==> src/rtl/load_unit.sv <==
// rtl/load_unit.sv - MEM-stage load engine: aligned bus read, lane select, sign/zero extension, AdEL

// Widens an IN_W-bit field to 32 bits, replicating its MSB when sign_extend is set.
module extend #(
   parameter int IN_W = 8
) (
   input  logic [IN_W-1:0] din,
   input  logic            sign_extend,
   output logic [31:0]     dout
);

   assign dout = {{(32-IN_W){sign_extend & din[IN_W-1]}}, din};

endmodule

module load_unit #(
   parameter int ADDR_WIDTH = 32,
   parameter int RD_WIDTH   = 5
) (
   input  logic                  clk,
   input  logic                  reset,
   input  logic                  in_valid,
   output logic                  in_ready,
   input  logic [2:0]            in_op,
   input  logic [ADDR_WIDTH-1:0] in_addr,
   input  logic [RD_WIDTH-1:0]   in_rd,
   output logic                  data_req,
   output logic [ADDR_WIDTH-1:0] data_addr,
   input  logic                  data_addr_ok,
   input  logic [31:0]           data_rdata,
   input  logic                  data_data_ok,
   output logic                  out_valid,
   input  logic                  out_ready,
   output logic [31:0]           out_data,
   output logic [RD_WIDTH-1:0]   out_rd,
   output logic                  out_adel,
   output logic [ADDR_WIDTH-1:0] out_badvaddr
);

   typedef enum logic [1:0] {IDLE, REQ, WAIT, DONE} state_t;

   state_t                state_q, state_d;
   logic [2:0]            op_q, op_d;
   logic [1:0]            lane_q, lane_d;
   logic [RD_WIDTH-1:0]   rd_q, rd_d;
   logic                  data_req_q, data_req_d;
   logic [ADDR_WIDTH-1:0] data_addr_q, data_addr_d;
   logic [31:0]           out_data_q, out_data_d;
   logic                  out_adel_q, out_adel_d;
   logic [ADDR_WIDTH-1:0] out_badvaddr_q, out_badvaddr_d;

   // Op decoding: bit 1 set means a full word (covers the 010/110/111 aliases),
   // bit 0 picks halfword over byte, bit 2 selects zero-fill.
   logic in_is_word, in_is_half, misaligned;
   logic [7:0]  byte_sel;
   logic [15:0] half_sel;
   logic [31:0] byte_ext, half_ext, load_result;

   assign in_is_word = in_op[1];
   assign in_is_half = ~in_op[1] & in_op[0];
   assign misaligned = (in_is_half & in_addr[0]) | (in_is_word & (in_addr[1:0] != 2'b00));

   // Pick the addressed byte and halfword lanes out of the returned word
   always_comb begin
      byte_sel = data_rdata[7:0];
      case (lane_q)
         2'd0: byte_sel = data_rdata[7:0];
         2'd1: byte_sel = data_rdata[15:8];
         2'd2: byte_sel = data_rdata[23:16];
         2'd3: byte_sel = data_rdata[31:24];
         default: byte_sel = data_rdata[7:0];
      endcase
      half_sel = lane_q[1] ? data_rdata[31:16] : data_rdata[15:0];
   end

   extend #(.IN_W(8)) u_ext_byte (
      .din         (byte_sel),
      .sign_extend (~op_q[2]),
      .dout        (byte_ext)
   );

   extend #(.IN_W(16)) u_ext_half (
      .din         (half_sel),
      .sign_extend (~op_q[2]),
      .dout        (half_ext)
   );

   assign load_result = op_q[1] ? data_rdata : (op_q[0] ? half_ext : byte_ext);

   // State and datapath registers; reset drops everything back to IDLE at once
   always_ff @(posedge clk or posedge reset) begin
      if (reset) begin
         state_q        <= IDLE;
         op_q           <= 3'd0;
         lane_q         <= 2'd0;
         rd_q           <= '0;
         data_req_q     <= 1'b0;
         data_addr_q    <= '0;
         out_data_q     <= 32'd0;
         out_adel_q     <= 1'b0;
         out_badvaddr_q <= '0;
      end else begin
         state_q        <= state_d;
         op_q           <= op_d;
         lane_q         <= lane_d;
         rd_q           <= rd_d;
         data_req_q     <= data_req_d;
         data_addr_q    <= data_addr_d;
         out_data_q     <= out_data_d;
         out_adel_q     <= out_adel_d;
         out_badvaddr_q <= out_badvaddr_d;
      end
   end

   // Next-state: misaligned loads skip the bus and go straight to DONE
   always_comb begin
      state_d = state_q;
      case (state_q)
         IDLE: if (in_valid) state_d = misaligned ? DONE : REQ;
         REQ:  if (data_addr_ok) state_d = WAIT;
         WAIT: if (data_data_ok) state_d = DONE;
         DONE: if (out_ready) state_d = IDLE;
         default: state_d = IDLE;
      endcase
   end

   // Register updates: latch the request on accept, capture the extended result on data_ok
   always_comb begin
      op_d           = op_q;
      lane_d         = lane_q;
      rd_d           = rd_q;
      data_req_d     = data_req_q;
      data_addr_d    = data_addr_q;
      out_data_d     = out_data_q;
      out_adel_d     = out_adel_q;
      out_badvaddr_d = out_badvaddr_q;
      case (state_q)
         IDLE: begin
            if (in_valid) begin
               op_d   = in_op;
               lane_d = in_addr[1:0];
               rd_d   = in_rd;
               if (misaligned) begin
                  out_adel_d     = 1'b1;
                  out_badvaddr_d = in_addr;
                  out_data_d     = 32'd0;
               end else begin
                  out_adel_d     = 1'b0;
                  out_badvaddr_d = '0;
                  data_addr_d    = {in_addr[ADDR_WIDTH-1:2], 2'b00};
                  data_req_d     = 1'b1;
               end
            end
         end
         REQ:  if (data_addr_ok) data_req_d = 1'b0;
         WAIT: if (data_data_ok) out_data_d = load_result;
         default: ;
      endcase
   end

   // Outputs: handshake flags from the state, everything else straight from registers
   always_comb begin
      in_ready     = (state_q == IDLE) & ~reset;
      out_valid    = (state_q == DONE);
      data_req     = data_req_q;
      data_addr    = data_addr_q;
      out_data     = out_data_q;
      out_rd       = rd_q;
      out_adel     = out_adel_q;
      out_badvaddr = out_badvaddr_q;
   end

endmodule

==> config.mk <==
export PLATFORM = sky130hd
export DESIGN_NAME = load_unit
export DESIGN_NICKNAME = d
export VERILOG_FILES = /design/src/rtl/load_unit.sv
export SDC_FILE = /design/constraint.sdc
export NUM_CORES = 1
export LEC_CHECK = 0
export CORE_AREA = 4 4 115 117
export CTS_CLUSTER_SIZE = 12
export DETAILED_ROUTE_END_ITERATION = 8
export DIE_AREA = 0 0 119 121
export PLACE_DENSITY = 0.8
export SLEW_MARGIN = 10
export SYNTH_ARGS = -nofsm -noshare
export SYNTH_HDL_FRONTEND = slang
export SYNTH_SLANG_ARGS = --single-unit
==> constraint.sdc <==
create_clock -name clk -period 3.2 [get_ports clk]
set_input_delay 0.64 -clock clk [delete_from_list [all_inputs] [get_ports clk]]
set_output_delay 0.64 -clock clk [all_outputs]
set_load 0.02 [all_outputs]
==> run summary, run 1 <==
Status = complete, no violations
Cts hold-fix bufs = 0
Total number of vias = 3,964
Slew Limit Fails = 0
Clk_skew = 6.695 ps
Wire length per cell = 18.04 um
Critical path peak fanout = 8
Tcrit/Tclk final = 0.8241
Setup Viol. Count Final = 0
Worst setup SP type = flip-flop
First-pass iteration count of the detailed router = 4
Vias in the first global route = 4,315
Die H = 121 um
Async set or reset register ratio after synthesis = 1.000
Routed met2 length = 6.320 mm
Switching share of power = 0.3919
Grt total ovfl = 0
RSZ-0062 raised after global routing = no
Core footprint = 12,360 um2
Number of antenna violations at the first check in global routing = 0
Met1 Wirelength = 5.540 mm
Site Rows = 41
Fin Setup TNS = 0 ps
Part of the power in registers = 0.339
Reg2reg start = lane_q[1]$_DFFE_PP0P_
Leading area contributor after synthesis = dfrtp_1
Port Buf Inserts = 180
Hold Startpoint = out_badvaddr[20]$_DFFE_PP0P_
Initial core utilization = 0.3847
Post-Route Utilization = 0.5662
Inserted Diodes = 0
Sequential cell area = 2703 um2
Initial DRC count = 400
Vias per std cell = 5.141
Net Switching = 2890 uW
Most common cell after layout, fill and taps aside = clkdlybuf4s50_1
Syn. warnings = 0
Die width = 119 um
Metal3 WL = 1.709 mm
Leakage = 0.003004 uW
Post-CTS sizing = 0
Peak supply drop = 0.0005990 V
Nets = 676
Top layer used by detailed routing = met4
Post-CTS setup buffer count = 0
Worst EP arrival = 2000 ps
Pin slew with the least headroom to its limit = 964.1 ps
Critical Path RT = 2560 ps
Area of placed instances = 6700 um2
Number of buffers created by CTS = 9
Die ar. = 14,400 um2
Global placement routability congestion = 0.8219
Final antenna-violating net count = 0
Top cells by area, synth = dfrtp_1 (57%), mux2_2 (9.5%), nand2_1 (6.2%)
Max-cap viol count = 0
Drt total wl = 13.91 mm
Reg2reg setup slack = 910 ps
Slew headroom = 0.3550
Final Hold Fails = 0
Gate power share = 0.508
Most frequent cells in the layout = clkdlybuf4s50_1 (180), dfrtp_1 (108), nand2_1 (77)
Register area share after synthesis = 0.5683
Area of the multi-input gates = 1874 um2
FF+latch count, synth = 108
Clk pwr share = 0.153
Largest net degree at the start of global routing = 65
P&R area growth vs syn = 47.20%
Post-synth top flop = dfrtp_1
Mapped cell area = 4756 um2
Reg2Reg Capture Point = out_data[28]$_DFFE_PP0P_
Synth top area share = 0.5683
Maximum buffer depth of the clock tree = 2
Hold WS = 480.1 ps
Fmax = 379.2 MHz
Final HPWL DP = 10.44 mm
Total GRT Usage = 0.1990
Distinct cells, synth = 39
EDFF count, synth = 0
Final Critical Period = 2637 ps
Filler cells = 1,048
Worst r2r path cells = 4
Clock transition at path regs = 70 ps
Total power = 7375 uW
CP endpoint kind = primary output
Clock sink count = 108
CTS tree = yes
PD cells = 1054 nW/um2
P_int = 4485 uW
H-tree Lvls = 3
Setup CP Type = flip-flop to primary output
Proportion of layout cells with a drive suffix above 1 = 0.1169
Clk_lat worst skew = 350 ps
Hold/Removal Path Class = flip-flop to flip-flop
Final instance area = 7000 um2
Drc violations = 0
Hold Path Sink = out_badvaddr[20]$_DFFE_PP0P_
Cell depth of the worst hold path = 2
Synth Instances = 426
Global-route wire length before repair = 22.56 mm
Avg Inst Size Synth = 11.16 um2
# IOs = 183
Root Buffer = clkbuf_16
cell type report:
type                    instances  share of cell area
multi-input cells             279              0.2677
inverters                       8            0.004826
clock buffers                   9             0.03217
flip-flops and latches        108              0.3861
clock inverters                 7             0.01072
well taps                     172             0.03074
repair buffers                188              0.2677
through the flow:
stage	setup WS, ps	std cells
2_1_floorplan	1068	427
3_3_place_gp	523.5	755
3_5_place_dp	473.1	755
4_1_cts	542.6	771
5_1_grt	413.5	771
6_report	563.0	771
sequential cells by signal (all words and copies together) (netlist names):
signal        flops
out_badvaddr     32
out_rd            5
op_q              3
data_req          1
out_data         32
data_addr        30
lane_q            2
out_adel          1
state_q           2
power groups by stage:
| stage | Clock, uW | Combinational [uW] | Sequential, uW |
|---|---|---|---|
| 2_1_floorplan | 0 | 1400 | 3150 |
| 3_3_place_gp | 0 | 3700 | 2480 |
| 3_5_place_dp | 0 | 3760 | 2520 |
| 4_1_cts | 1150 | 3780 | 2510 |
| 5_1_grt | 1200 | 4020 | 2590 |
| 6_report | 1130 | 3750 | 2500 |
per-layer routing:
metal  vias to the layer above  GRT usage
li1                       1840          -
met1                      1895     0.2285
met2                       206     0.3193
met3                        23    0.09184
met4                         0    0.08762
met5                         -          0
worst max-delay path by stage:
stage | startpoint | to | slack, ps | cells after the start
2_1_floorplan | state_q[0]$_DFFE_PP0P_ | out_data[8]$_DFFE_PP0P_ | 1070 | 9
3_3_place_gp | in_addr[0] | out_data[10]$_DFFE_PP0P_ | 520 | 6
3_5_place_dp | in_addr[0] | out_data[13]$_DFFE_PP0P_ | 470 | 6
4_1_cts | state_q[0]$_DFFE_PP0P_ | in_ready | 540 | 4
5_1_grt | state_q[0]$_DFFE_PP0P_ | in_ready | 410 | 4
6_report | state_q[0]$_DFFE_PP0P_ | in_ready | 560 | 4
cells in the mapped netlist, types with 2 or more instances:
master       n
dfrtp_1    108
buf_4        2
o2bb2ai_1    6
o22ai_1      2
o21ai_0     47
o21ai_1      2
and3b_1      5
nor2b_1      6
nor3_2       2
inv_1        8
mux2_2      40
a211oi_1     2
a31oi_1      2
nand3_1      2
clkbuf_1    19
a221o_1     24
or3_1        2
buf_6        3
a22o_1       2
ha_1         4
mux2i_1      6
nand2_1     78
and2_1       9
a21oi_1      6
a211o_1      6
buf_2        8
nor2_1      13
logic make-up after synthesis:
kind of cell               share of synthesized area
AOI/OAI and AO/OA                             0.1544
adders and majority gates                    0.01052
buffers and inverters                        0.03999
DFF                                           0.5683
muxes                                         0.1121
other                                      0.0007885
and+or+nand+nor                               0.1139
worst max-delay path, stage by stage, from the launching register on:
cell             delay [ps]
dfrtp_1                 410
inv_1                   120
ha_1                    330
nor2b_1                 180
clkdlybuf4s50_1         620
Power figures use the tool's default switching activity.
==> run 2: changes to the inputs <==
--- a/config.mk
+++ b/config.mk
@@ -5,11 +5,11 @@
 export SDC_FILE = /design/constraint.sdc
 export NUM_CORES = 1
 export LEC_CHECK = 0
-export CORE_AREA = 4 4 115 117
+export CORE_AREA = 4 4 109 111
 export CTS_CLUSTER_SIZE = 12
 export DETAILED_ROUTE_END_ITERATION = 8
-export DIE_AREA = 0 0 119 121
-export PLACE_DENSITY = 0.8
+export DIE_AREA = 0 0 113 115
+export PLACE_DENSITY = 0.85
 export SLEW_MARGIN = 10
 export SYNTH_ARGS = -nofsm -noshare
 export SYNTH_HDL_FRONTEND = slang
==> constraint.sdc (replaced) <==
create_clock -name clk -period 2.6 [get_ports clk]
set_input_delay 0.52 -clock clk [delete_from_list [all_inputs] [get_ports clk]]
set_output_delay 0.52 -clock clk [all_outputs]
set_load 0.02 [all_outputs]
==> run summary, run 2 (same netlist as run 1, synthesis figures left out) <==
Status = complete, no violations
Root Buffer = clkbuf_8
Cts hold-fix bufs = 0 (unchanged)
Cell depth of the worst hold path = 2 (unchanged)
Total number of vias = 4,046 (+2.1%)
Reg2Reg Capture Point = out_data[12]$_DFFE_PP0P_
Slew headroom = 0.5918 (+0.2368)
Final HPWL DP = 10.31 mm (-1.2%)
Setup Viol. Count Final = 0 (unchanged)
Most common cell after layout, fill and taps aside = clkdlybuf4s50_1
Initial core utilization = 0.4406 (+0.05597)
Core footprint = 10,790 um2 (-13%)
Fin Setup TNS = 0 ps (unchanged)
Hold Path Sink = out_badvaddr[25]$_DFFE_PP0P_
Vias per std cell = 5.438 (+5.8%)
Worst r2r path cells = 7 (+3)
Number of buffers created by CTS = 9 (unchanged)
Proportion of layout cells with a drive suffix above 1 = 0.1258 (+0.008966)
Largest net degree at the start of global routing = 109 (+68%)
Post-CTS sizing = 0 (unchanged)
Total GRT Usage = 0.2174 (+0.01838)
CP endpoint kind = flip-flop
Tcrit/Tclk final = 0.8153
Global-route wire length before repair = 22.15 mm (-1.8%)
Nets = 681 (+0.74%)
Drt total wl = 13.94 mm (+0.24%)
RSZ-0062 raised after global routing = no
Wire length per cell = 18.74 um (+3.9%)
Inserted Diodes = 0 (unchanged)
Worst setup SP type = flip-flop
Global placement routability congestion = 0.8913 (+8.4%)
Most frequent cells in the layout = clkdlybuf4s50_1 (179), dfrtp_1 (108), nand2_1 (77)
Number of antenna violations at the first check in global routing = 0 (unchanged)
Max-cap viol count = 0 (unchanged)
Pin slew with the least headroom to its limit = 611.1 ps (-353.1 ps)
# IOs = 183 (unchanged)
Critical path peak fanout = 32 (+24)
Clk_lat worst skew = 370 ps (+20 ps)
Slew Limit Fails = 0 (unchanged)
Die H = 115 um (-5.0%)
CTS tree = yes
Critical Path RT = 2850 ps (+290 ps)
Maximum buffer depth of the clock tree = 2 (unchanged)
Die ar. = 13,000 um2 (-9.8%)
Total power = 8919 uW (+21%)
Vias in the first global route = 4,284 (-0.72%)
Hold/Removal Path Class = flip-flop to flip-flop
First-pass iteration count of the detailed router = 5 (+1)
Initial DRC count = 203 (-49%)
Hold Startpoint = out_badvaddr[25]$_DFFE_PP0P_
Grt total ovfl = 0 (unchanged)
Final antenna-violating net count = 0 (unchanged)
Fmax = 471.8 MHz
PD cells = 1283 nW/um2 (+22%)
P&R area growth vs syn = 46.12%
Drc violations = 0 (unchanged)
Die width = 113 um (-5.0%)
Setup CP Type = flip-flop to flip-flop
Peak supply drop = 0.0008049 V (+34%)
Port Buf Inserts = 180 (unchanged)
Clock transition at path regs = 100 ps (+30 ps)
Clock sink count = 108 (unchanged)
Site Rows = 38 (-7.3%)
Post-CTS setup buffer count = 0 (unchanged)
Clk_skew = 8.395 ps (+1.700 ps)
Reg2reg start = state_q[0]$_DFFE_PP0P_
Final Hold Fails = 0 (unchanged)
Reg2reg setup slack = 480 ps (-430 ps)
H-tree Lvls = 3 (unchanged)
Final Critical Period = 2120 ps
Worst EP arrival = 2370 ps (+370 ps)
Leakage = 0.003017 uW (+0.43%)
[run 2: cell count changes in the layout (fill, tap and decap cells not counted), moves of 2 or more]
cell	previous run	this run
buf_4	7	10
clkbuf_8	0	9
clkbuf_16	9	0
buf_12	1	3
clkinv_4	3	0
[run 2: how the worst max path moves through the flow]
| stage | from | to |
|---|---|---|
| final | state_q[0]$_DFFE_PP0P_ | out_data[12]$_DFFE_PP0P_ |
| after global routing | op_q[0]$_DFFE_PP0P_ | out_data[15]$_DFFE_PP0P_ |
| after CTS | state_q[1]$_DFFE_PP0P_ | in_ready |
| after detailed placement | in_addr[0] | out_data[25]$_DFFE_PP0P_ |
| after global placement | in_addr[0] | out_data[18]$_DFFE_PP0P_ |
| after floorplan | state_q[0]$_DFFE_PP0P_ | out_data[8]$_DFFE_PP0P_ |
[run 2: worst max-delay path, stage by stage, from the launching register on]
cell,delay [ps]
dfrtp_1,390
inv_1,90
ha_2,240
a21boi_1,180
a21o_1,200
or3_1,350
buf_12,190
a221o_1,360
[run 2: routing by layer]
layer	wire [um]	vias up	global-route usage
li1	-	1850	-
met1	5408	1948	0.2493
met2	6298	228	0.3464
met3	1953	20	0.1174
met4	278	0	0.08013
met5	0	-	0
[run 2: metrics by stage]
stage / area (um2) / hold slack, ps / setup slack [ps] / utilization / instances
global route: 6949 / 510.9 / 310.2 / 0.6439 / 744
detailed placement: 6723 / 469.5 / 178.2 / 0.6229 / 728
CTS: 6944 / 492.6 / 25.26 / 0.6434 / 744
global placement: 6723 / 460.2 / 229.5 / 0.6229 / 728
finish: 6949 / 487.8 / 480.2 / 0.6439 / 744
floorplan: 4763 / 514.3 / 467.8 / - / 427
[run 2: layout make-up]
| type | instances | area [um2] |
|---|---|---|
| sequential | 108 | 2703 |
| fill | 825 | 3844 |
| multi-input combinational | 279 | 1877 |
| clock inverter | 7 | 97.59 |
| tap | 140 | 175.2 |
| timing repair buffer | 193 | 1939 |
| clock buffer | 9 | 123.9 |
| inverter | 8 | 33.78 |
[run 2: where the power goes]
group	total [uW]	switching [uW]	internal, uW
Sequential	3080	584	2500
Combinational	4710	2380	2330
Clock	1130	583	550
